File: src/rtl/gpio_cond_pkg.sv
// Shared constants for the GPIO input conditioner: the system clock rate and
// the default debounce time, plus a helper that turns milliseconds into cycles.
package gpio_cond_pkg;

    localparam int CLK_HZ      = 32'd100_000_000;
    localparam int DEBOUNCE_MS = 32'd10;

    // Number of clock cycles in the given number of milliseconds.
    function automatic int debounce_cycles(input int ms);
        return (CLK_HZ / 32'd1000) * ms;
    endfunction

endpackage

File: src/rtl/gpio_input_conditioner_debounce_channel.sv
// One input channel: synchroniser, optional inversion, stability-counter
// debounce and sticky rise/fall pending bits with write-one-to-clear.
module debounce_channel
    import gpio_cond_pkg::*;
#(
    parameter int   SYNC_STAGES     = 2,
    parameter int   DEBOUNCE_CYCLES = 8,
    parameter logic INVERT          = 1'b0
) (
    input  logic clk,
    input  logic reset,
    input  logic raw_in,
    input  logic clr,
    output logic level,
    output logic rise_pending,
    output logic fall_pending
);

    // The counter only needs to reach DEBOUNCE_CYCLES-1, and is never narrower than one bit.
    localparam int CNT_W = (DEBOUNCE_CYCLES > 1) ? $clog2(DEBOUNCE_CYCLES) : 1;
    localparam logic [CNT_W-1:0] CNT_LAST = CNT_W'(DEBOUNCE_CYCLES - 1);

    logic [SYNC_STAGES-1:0] sync_r;
    logic                   cond_s;
    logic                   stable_r;
    logic [CNT_W-1:0]       cnt_r;
    logic                   rise_r;
    logic                   fall_r;
    logic                   commit_s;
    logic                   stable_next_s;
    logic [CNT_W-1:0]       cnt_next_s;
    logic                   rise_next_s;
    logic                   fall_next_s;

    // Shift the asynchronous pin through the synchroniser chain; only stage 0 sees raw_in.
    always_ff @(posedge clk) begin
        if (reset) begin
            sync_r <= '0;
        end else begin
            sync_r <= {sync_r[SYNC_STAGES-2:0], raw_in};
        end
    end

    assign cond_s = sync_r[SYNC_STAGES-1] ^ INVERT;

    // Debounce decision: count consecutive disagreeing cycles, commit after the full window.
    always_comb begin
        commit_s      = 1'b0;
        stable_next_s = stable_r;
        cnt_next_s    = cnt_r;
        if (cond_s == stable_r) begin
            cnt_next_s = '0;
        end else if (cnt_r == CNT_LAST) begin
            commit_s      = 1'b1;
            stable_next_s = cond_s;
            cnt_next_s    = '0;
        end else begin
            cnt_next_s = cnt_r + CNT_W'(1);
        end
    end

    // Pending bits: a clear drops both, but a commit in the same cycle still sets its own bit.
    always_comb begin
        rise_next_s = rise_r;
        fall_next_s = fall_r;
        if (commit_s && cond_s) begin
            rise_next_s = 1'b1;
        end else if (clr) begin
            rise_next_s = 1'b0;
        end else begin
            rise_next_s = rise_r;
        end
        if (commit_s && !cond_s) begin
            fall_next_s = 1'b1;
        end else if (clr) begin
            fall_next_s = 1'b0;
        end else begin
            fall_next_s = fall_r;
        end
    end

    // Register the debounced level, the count and the sticky edge bits.
    always_ff @(posedge clk) begin
        if (reset) begin
            stable_r <= 1'b0;
            cnt_r    <= '0;
            rise_r   <= 1'b0;
            fall_r   <= 1'b0;
        end else begin
            stable_r <= stable_next_s;
            cnt_r    <= cnt_next_s;
            rise_r   <= rise_next_s;
            fall_r   <= fall_next_s;
        end
    end

    assign level        = stable_r;
    assign rise_pending = rise_r;
    assign fall_pending = fall_r;

endmodule

File: src/rtl/gpio_input_conditioner.sv
// GPIO input front-end: NUM_CH debounced channels with sticky edge flags and a
// single interrupt line that is high while any edge flag is pending.
module gpio_input_conditioner
    import gpio_cond_pkg::*;
#(
    parameter int                NUM_CH          = 20,
    parameter int                SYNC_STAGES     = 2,
    parameter int                DEBOUNCE_CYCLES = debounce_cycles(DEBOUNCE_MS),
    parameter logic [NUM_CH-1:0] INVERT_MASK     = '0
) (
    input  logic              clk,
    input  logic              reset,
    input  logic [NUM_CH-1:0] raw_in,
    output logic [NUM_CH-1:0] level_out,
    output logic [NUM_CH-1:0] rise_pending,
    output logic [NUM_CH-1:0] fall_pending,
    input  logic              clr_valid,
    input  logic [NUM_CH-1:0] clr_mask,
    output logic              irq
);

    for (genvar i = 0; i < NUM_CH; i++) begin : g_ch
        debounce_channel #(
            .SYNC_STAGES     (SYNC_STAGES),
            .DEBOUNCE_CYCLES (DEBOUNCE_CYCLES),
            .INVERT          (INVERT_MASK[i])
        ) u_ch (
            .clk          (clk),
            .reset        (reset),
            .raw_in       (raw_in[i]),
            .clr          (clr_valid & clr_mask[i]),
            .level        (level_out[i]),
            .rise_pending (rise_pending[i]),
            .fall_pending (fall_pending[i])
        );
    end

    // Interrupt is decoded from pending flops only, so raw pin activity cannot glitch it.
    assign irq = |(rise_pending | fall_pending);

endmodule

File: config.mk
export PLATFORM = sky130hd
export DESIGN_NAME = gpio_input_conditioner
export DESIGN_NICKNAME = d
export VERILOG_FILES = /design/src/rtl/gpio_cond_pkg.sv /design/src/rtl/gpio_input_conditioner_debounce_channel.sv /design/src/rtl/gpio_input_conditioner.sv
export SDC_FILE = /design/constraint.sdc
export NUM_CORES = 1
export LEC_CHECK = 0
export ABC_AREA = 1
export CELL_PAD_IN_SITES_DETAIL_PLACEMENT = 2
export CELL_PAD_IN_SITES_GLOBAL_PLACEMENT = 2
export CORE_MARGIN = 2
export CORE_UTILIZATION = 37
export DETAILED_ROUTE_END_ITERATION = 8
export PLACE_DENSITY = 0.92
export SETUP_SLACK_MARGIN = 0.3
export SYNTH_ARGS = -nofsm -noshare
export SYNTH_HDL_FRONTEND = slang
export SYNTH_SLANG_ARGS = --single-unit
File: constraint.sdc
create_clock -name clk -period 4.2 [get_ports clk]
set_clock_uncertainty 0.2 [all_clocks]
set_input_delay 0.84 -clock clk [delete_from_list [all_inputs] [get_ports clk]]
set_output_delay 0.84 -clock clk [all_outputs]
set_load 0.02 [all_outputs]
# After elaboration in Yosys (flattened, before gate mapping)
# Index checks and enable logic that the tools add are counted.
# word_totals
register_bits	500
inputBits	43
output_inout_bits	61
elab_cells	442
# classes
addsub	20
eq_ne	40
n_mux	100
bitwise_logic	41
n_reduce_logical	141
# ops
op	count
$add 20x1->20 const B	20
$eq 20x20->1 const B	20
$mux 1	100
$reduce_bool 2->1	40
$reduce_or 3->1	20
$logic_and 1x1->1	40
$reduce_and 2->1	20
$and 1x1->1	20
$eq 1x1->1	20
$logic_not 1->1	20
$not 1->1	20
$or 20x20->20	1
$reduce_or 20->1	1

# Longest topological paths before layout
# Gate-level depths: netlist of the first run.
# logic_depth
depth_word	5
ltp_mapped	11
mapped_depth_nobuf	10

# By module
# Synthesis of the first run repeated with hierarchy kept, for this count alone.
# unflattened
hier_cells	3915
area_unflattened_um2	26132.6
# modules_own_cells
module	n_inst	cells_per_inst	area_per_inst_um2	seq_area_each_um2
debounce_channel (g_ch[0].u_ch ...)	19	192	1293.7	500.5
debounce_channel (g_ch[9].u_ch)	1	192	1253.7	500.5
gpio_input_conditioner	1	75	297.8	0.0

# Least setup slack after synthesis of the first run
# No wires, ideal clock.
# synth_timing
kind	flip-flop to output port
startpoint	register g_ch[0].u_ch.rise_r
endpoint	output irq
t_arrival_ns	0.881
t_required_ns	3.160
path_slack_ns	2.279
path_stages_with_launch	7
path_buffers	0
cell_sequence	dfxtp_1 -> nor2_1 -> nand2_1 -> nor3_1 -> nand3_1 -> nor2_1 -> nand2_1
# synth_via
elab_chain_cells	2
# synth_lines
item	line	rtl
from (decl)	gpio_input_conditioner_debounce_channel.sv:27	logic rise_r;
from (signal assigned)	gpio_input_conditioner_debounce_channel.sv:92	rise_r <= rise_next_s;
$or 20x20->20	gpio_input_conditioner.sv:39	assign irq = |(rise_pending | fall_pending);
$reduce_or 20->1	gpio_input_conditioner.sv:39	
to (decl)	gpio_input_conditioner.sv:19	output logic irq
# Every way passes these cells.

# Worst setup path after layout of the first run
# layout_timing
startpoint	register g_ch[11].u_ch.rise_r
endpoint	output irq
# layout_via
elab_chain_cells	2
# layout_lines
item	line
from (decl)	gpio_input_conditioner_debounce_channel.sv:27
from (signal assigned)	gpio_input_conditioner_debounce_channel.sv:92
$or 20x20->20	gpio_input_conditioner.sv:39
$reduce_or 20->1	gpio_input_conditioner.sv:39
# Every way passes these cells.

==> impl_metrics.json, run 1 <==
{
  "outcome": "finished, final reports clean",
  "synth-xor-area-share_pct": 6.160,
  "syn_avg_cell_area_um2": 6.830,
  "clkLatencyLatePin_ns": 0.65,
  "dpl_worst_slack_ns": 1.073,
  "fmax_ghz": 0.2600,
  "first_pass_iters": 5,
  "avgRoutedWirePerCell_um": 22.55,
  "diodes": 0,
  "grt_overflow_total": 0,
  "path_class": "flop to primary output",
  "place_congestion": 0.8019,
  "synth_top_cells_by_count": "879 x nand2_1, 861 x nor2_1, 500 x dfxtp_1, 364 x inv_1, 179 x a21oi_1",
  "yosys-mux-area-fraction_pct": 0,
  "worst_setup_path_end_kind": "primary output",
  "cts_buffers": 58,
  "hp-class": "flop to flop",
  "io_buffers": 103,
  "cts_hold_buffers": 0,
  "clock-sinks": 500,
  "yosysWarnings": 0,
  "cts_root_buf": "clkbuf_16",
  "row_count": 94,
  "grt_pass1_wl_um": 164500,
  "synthTopCellsByArea": "dfxtp_1 40%, nand2_1 13%, nor2_1 13%",
  "synth_nets": 3685,
  "pin_count": 104,
  "htreeDepth": 2,
  "grt_pass1_vias": 28487,
  "crit_fanout": 3,
  "drc": 0,
  "final_util_pct": 42.93,
  "syn2layout_area_growth_pct": 14.49,
  "clkTransAtPathRegs_ns": 0.06,
  "synth_top_family_by_area": "simple AND/OR/NAND/NOR gates",
  "period_share_pct": 91.57,
  "tritoncts": "done",
  "postCtsSetupBuffers": 0,
  "synth_edf_count": 0,
  "critPathArrivalTime_ns": 2.81,
  "dp_hpwl_um": 62750,
  "rsz0062_at_grt": "no",
  "worst-slew-pin-transition_ns": 0.8220,
  "grt_max_degree": 44,
  "fin_crit_ns": 3.846,
  "die_x_um": 262.6,
  "yosysMostFrequentCell": "nand2_1",
  "fill_cells": 7799,
  "setup_viol": 0,
  "die_y_um": 262.6,
  "vias": 24603,
  "worst_slack_ns": 0.3542,
  "antenna_found_initial": 0,
  "synth-compound-area-share_pct": 4.896,
  "p_leak_nw": 9.009,
  "synth.distinct_cells": 38,
  "syn_inst": 3622,
  "avgViaCountPerCell": 5.357,
  "ctsLongestPathBuffers": 3,
  "synthSimpleGateAreaFrac_pct": 38.63,
  "total_power_mw": 11.04,
  "synth_top_area_share_pct": 40.46,
  "slew_violations": 0,
  "start_kind": "flop",
  "die_area_um2": 68950,
  "syn_area_um2": 24740,
  "synth_top_flop_cell": "dfxtp_1",
  "synthAdderAreaFrac_pct": 1.011,
  "finalSetupTns_ns": 0,
  "cap_viol_max_count": 0,
  "seq_area_frac_synth_pct": 40.46,
  "powerDensity_nw_per_um2": 389.7,
  "yosys.area.top_type": "dfxtp_1",
  "finalHoldViolations": 0,
  "core_um2": 65980,
  "grtUsageTotal_pct": 29.58,
  "reg2reg_slack_ns": 1.62,
  "ant_nets": 0,
  "routed_wl_um": 103600,
  "drtIter0Drc": 1132,
  "cts_resized": 0,
  "crit_required_ns": 3.16,
  "peakVddDrop_mv": 0.3498,
  "async_flop_share_pct": 0,
  "nets": 3746,
  "synth_seq_cells": 500,
  "floorplan.initialDensity_pct": 37.50,
  "drive_gt1_share_pct": 6.222,
  "slew_headroom_pct": 45.07
}
metal layers:
metal	global-route usage [%]	part of all wire (%)	wire length, µm
met2	55.44	52	53710
met3	3.973	3.1	3258
met1	33.54	41	42440
met5	0	0	0
met4	12.12	4.0	4142
cell type report:
type                    instances  area, µm²  share of cell area [%]
multi-input cells            2644      12540                   44.28
repair buffers                109       1069                   3.772
clock inverters                28      526.8                   1.860
inverters                     370       1389                   4.903
flip-flops and latches        500      10010                   35.34
clock buffers                  78       1708                   6.030
well taps                     864       1081                   3.817
critical path, cell delays in order, from the launching register on:
cell and delay, ns:
dfxtp_1 0.33, nor4_1 0.67, nand3_1 0.25, nor2_1 0.16, nand2_1 0.16, clkdlybuf4s50_1 0.58
logic make-up (layout without fill, tap and decap cells):
group                    after synthesis  after routing
AND/OR/NAND/NOR                     2224           2224
buffers and inverters                478            585
adder cells (fa/ha/maj)               20             20
XOR/XNOR                             174            174
flip-flops                           500            500
AO/OA/AOI/OAI                        226            226
state kept, by name (all words and copies together), names as in the netlist:
name,cells
g_ch.u_ch.rise_pending,20
g_ch.u_ch.fall_pending,20
g_ch.u_ch.level,20
g_ch.u_ch.sync_r,40
g_ch.u_ch.cnt_r,400
power breakdown:
group,leakage (nW),total [mW],switching [mW],internal [mW]
sequential,4.04,4.78,0.0186,4.76
combinational,3.88,0.192,0.132,0.0600
clock,1.10,6.06,2.31,3.76
total,9.01,11.0,2.46,8.58
through the flow:
step | std cells | hold slack [ns] | cell area (µm²)
floorplan | 3622 | 0.1883 | 24740
global placement | 4487 | 0.1915 | 26090
detailed placement | 4487 | 0.2040 | 26090
CTS | 4593 | 0.2110 | 28320
global route | 4593 | 0.2378 | 28320
finish | 4593 | 0.2062 | 28320
path summary, 6_finish.rpt:
path	to	from	depth (start not counted)
setup / recovery	irq	g_ch[11].u_ch.rise_pending	5
hold / removal	g_ch[13].u_ch.sync_r[1]	g_ch[13].u_ch.sync_r[0]	2
setup reg to reg	g_ch[19].u_ch.cnt_r[5]	g_ch[19].u_ch.cnt_r[0]	6
hold reg to reg	g_ch[13].u_ch.sync_r[1]	g_ch[13].u_ch.sync_r[0]	2
cells in the final DEF (no fill, tap or decap), types with 27 or more instances in the layout:
cell type,Yosys,layout
nand2_1,879,879
clkbuf_16,0,59
nor3_1,27,27
nor2_2,39,39
xnor2_1,65,65
a21oi_1,179,179
nand3_1,176,176
clkdlybuf4s50_1,0,101
inv_1,364,363
nor2_1,861,861
xor2_1,109,109
or2_0,28,28
nand3b_1,42,42
dfxtp_1,500,500
nand4_1,93,93
Note: power is estimated with default switching activity, not from simulation.
==> inputs of run 2 (changes only) <==
--- a/config.mk
+++ b/config.mk
@@ -10,6 +10,7 @@
 export CELL_PAD_IN_SITES_GLOBAL_PLACEMENT = 2
 export CORE_MARGIN = 2
 export CORE_UTILIZATION = 37
+export CTS_CLUSTER_SIZE = 10
 export DETAILED_ROUTE_END_ITERATION = 8
 export PLACE_DENSITY = 0.92
 export SETUP_SLACK_MARGIN = 0.3
==> constraint.sdc (replaced) <==
create_clock -name clk -period 4.57 [get_ports clk]
set_clock_uncertainty 0.2 [all_clocks]
set_input_delay 0.914 -clock clk [delete_from_list [all_inputs] [get_ports clk]]
set_output_delay 0.914 -clock clk [all_outputs]
set_load 0.005 [all_outputs]
==> impl_metrics.json, run 2 (synthesis results as in run 1) <==
{
  "outcome": "finished, final reports clean",
  "cts_root_buf": "clkbuf_16",
  "slew_headroom_pct": 41.25,
  "seqPwrFrac_pct": 47.8,
  "path_class": "flop to primary output",
  "p_sw_share_pct": 23.29,
  "clkTransAtPathRegs_ns": 0.06,
  "place_congestion": 0.8002,
  "mostFrequentLayoutCell": "nand2_1",
  "cts_hold_buffers": 0,
  "hold_depth": 2,
  "pin_count": 104,
  "diodes": 0,
  "fill_cells": 7889,
  "slew_violations": 0,
  "vias": 24393,
  "syn2layout_area_growth_pct": 12.61,
  "largestRegisters": "g_ch.u_ch.cnt_r (400), g_ch.u_ch.sync_r (40)",
  "grt_max_degree": 58,
  "worst-slew-pin-transition_ns": 0.8733,
  "top_register": "g_ch.u_ch.cnt_r",
  "dp_hpwl_um": 60390,
  "ant_nets": 0,
  "clock-sinks": 500,
  "r2r_end": "g_ch[14].u_ch.cnt_r[18]",
  "core_um2": 65980,
  "tritoncts": "done",
  "regArea_um2": 10010,
  "ctsLongestPathBuffers": 3,
  "holdPathEnd": "g_ch[7].u_ch.sync_r[1]",
  "largest_reg_flops": 400,
  "worstRegToRegCells": 8,
  "nets": 3746,
  "avgRoutedWirePerCell_um": 22.02,
  "finalSetupTns_ns": 0,
  "critPathArrivalTime_ns": 2.85,
  "p_int_mw": 7.061,
  "drtIter0Drc": 1100,
  "final_util_pct": 42.22,
  "fmax_ghz": 0.2522,
  "grt_overflow_total": 0,
  "multi_input_area_um2": 12540,
  "layout_common_cells": "879 x nand2_1, 861 x nor2_1, 500 x dfxtp_1, 363 x inv_1, 179 x a21oi_1",
  "period_share_pct": 86.76,
  "p_leak_nw": 8.780,
  "htreeDepth": 2,
  "floorplan.initialDensity_pct": 37.50,
  "clkPwrFrac_pct": 50.3,
  "hp-class": "flop to flop",
  "die_x_um": 262.6,
  "drive_gt1_share_pct": 5.503,
  "row_count": 94,
  "regToRegStartpoint": "g_ch[14].u_ch.cnt_r[0]",
  "p_sw_mw": 2.143,
  "peakVddDrop_mv": 0.2707,
  "crit_required_ns": 3.46,
  "io_buffers": 103,
  "die_y_um": 262.6,
  "grt_pass1_vias": 28121,
  "drc": 0,
  "reg2reg_slack_ns": 2.03,
  "setup_viol": 0,
  "hold_start": "g_ch[7].u_ch.sync_r[0]",
  "avgViaCountPerCell": 5.336,
  "powerDensity_nw_per_um2": 330.4,
  "finalHoldViolations": 0,
  "cts_resized": 0,
  "cts_buffers": 60,
  "antenna_found_initial": 1,
  "crit_fanout": 3,
  "total_power_mw": 9.204,
  "routed_wl_um": 100700,
  "fin_crit_ns": 3.965,
  "worst_setup_path_end_kind": "primary output",
  "cap_viol_max_count": 0,
  "grtUsageTotal_pct": 28.71,
  "grt_pass1_wl_um": 160500,
  "rsz0062_at_grt": "no",
  "clkLatencyLatePin_ns": 0.65,
  "first_pass_iters": 5,
  "combPwrFrac_pct": 1.9,
  "start_kind": "flop",
  "postCtsSetupBuffers": 0,
  "die_area_um2": 68950
}
-- run 2: cell types whose count changed in the layout (fill, tap and decap cells not counted) --
| cell | change |
|---|---|
| inv_6 | +2 |
| clkbuf_8 | -8 |
| clkbuf_1 | +6 |
| clkbuf_16 | +2 |
| clkinvlp_4 | -3 |
| clkinv_2 | -6 |
| buf_12 | +1 |
| bufinv_16 | -13 |
| buf_4 | -3 |
-- run 2: routing by layer --
metal  vias to the layer above  routed length (µm)  track usage [%]
met5                         -                  16                0
met4                         2                3987            11.79
met3                       255                3411            4.020
met2                       526               51870            53.38
met1                     12260               41390            32.78
li1                      11350                   -                -
-- run 2: through the flow --
stage / cell area (µm²) / worst slack [ns] / hold slack (ns) / instances
after floorplan: 24740 / 2.616 / 0.1883 / 3622
after global placement: 26090 / 1.509 / 0.1891 / 4485
after global routing: 27860 / 0.5662 / 0.2325 / 4571
final: 27860 / 0.6052 / 0.2069 / 4571
after CTS: 27860 / 0.5709 / 0.2110 / 4571
after detailed placement: 26090 / 1.343 / 0.2037 / 4485
-- run 2: cell type report --
class	instances	area share, %
multi-input combinational	2644	45.02
clock inverter	8	0.3638
inverter	370	4.985
timing repair buffer	107	3.826
clock buffer	78	5.996
tap	864	3.880
sequential	500	35.93
-- run 2: worst max path at each step --
stage                               startpoint                 endpoint  slack (ns)  cells after the start
finish              g_ch[11].u_ch.rise_pending                      irq        0.61                      5
CTS                 g_ch[11].u_ch.rise_pending                      irq        0.57                      5
global placement    g_ch[11].u_ch.rise_pending                      irq        1.51                      5
detailed placement  g_ch[11].u_ch.rise_pending                      irq        1.34                      5
global route        g_ch[11].u_ch.rise_pending                      irq        0.57                      5
floorplan                                reset  g_ch[11].u_ch.cnt_r[10]        2.62                      6
-- run 2: power by group through the flow --
stage	clock (mW)	combinational (mW)	sequential, mW
4_1_cts	4.72	0.175	4.40
3_5_place_dp	0	0.164	4.49
5_1_grt	4.86	0.187	4.40
6_report	4.63	0.176	4.40
3_3_place_gp	0	0.156	4.49
2_1_floorplan	0	0.0894	4.49
-- run 2: critical path, stage by stage, from the launching register on --
cell and delay (ns):
dfxtp_1 0.33, nor4_1 0.77, nand3_1 0.26, nor2_1 0.19, nand2_1 0.16, clkdlybuf4s50_1 0.49
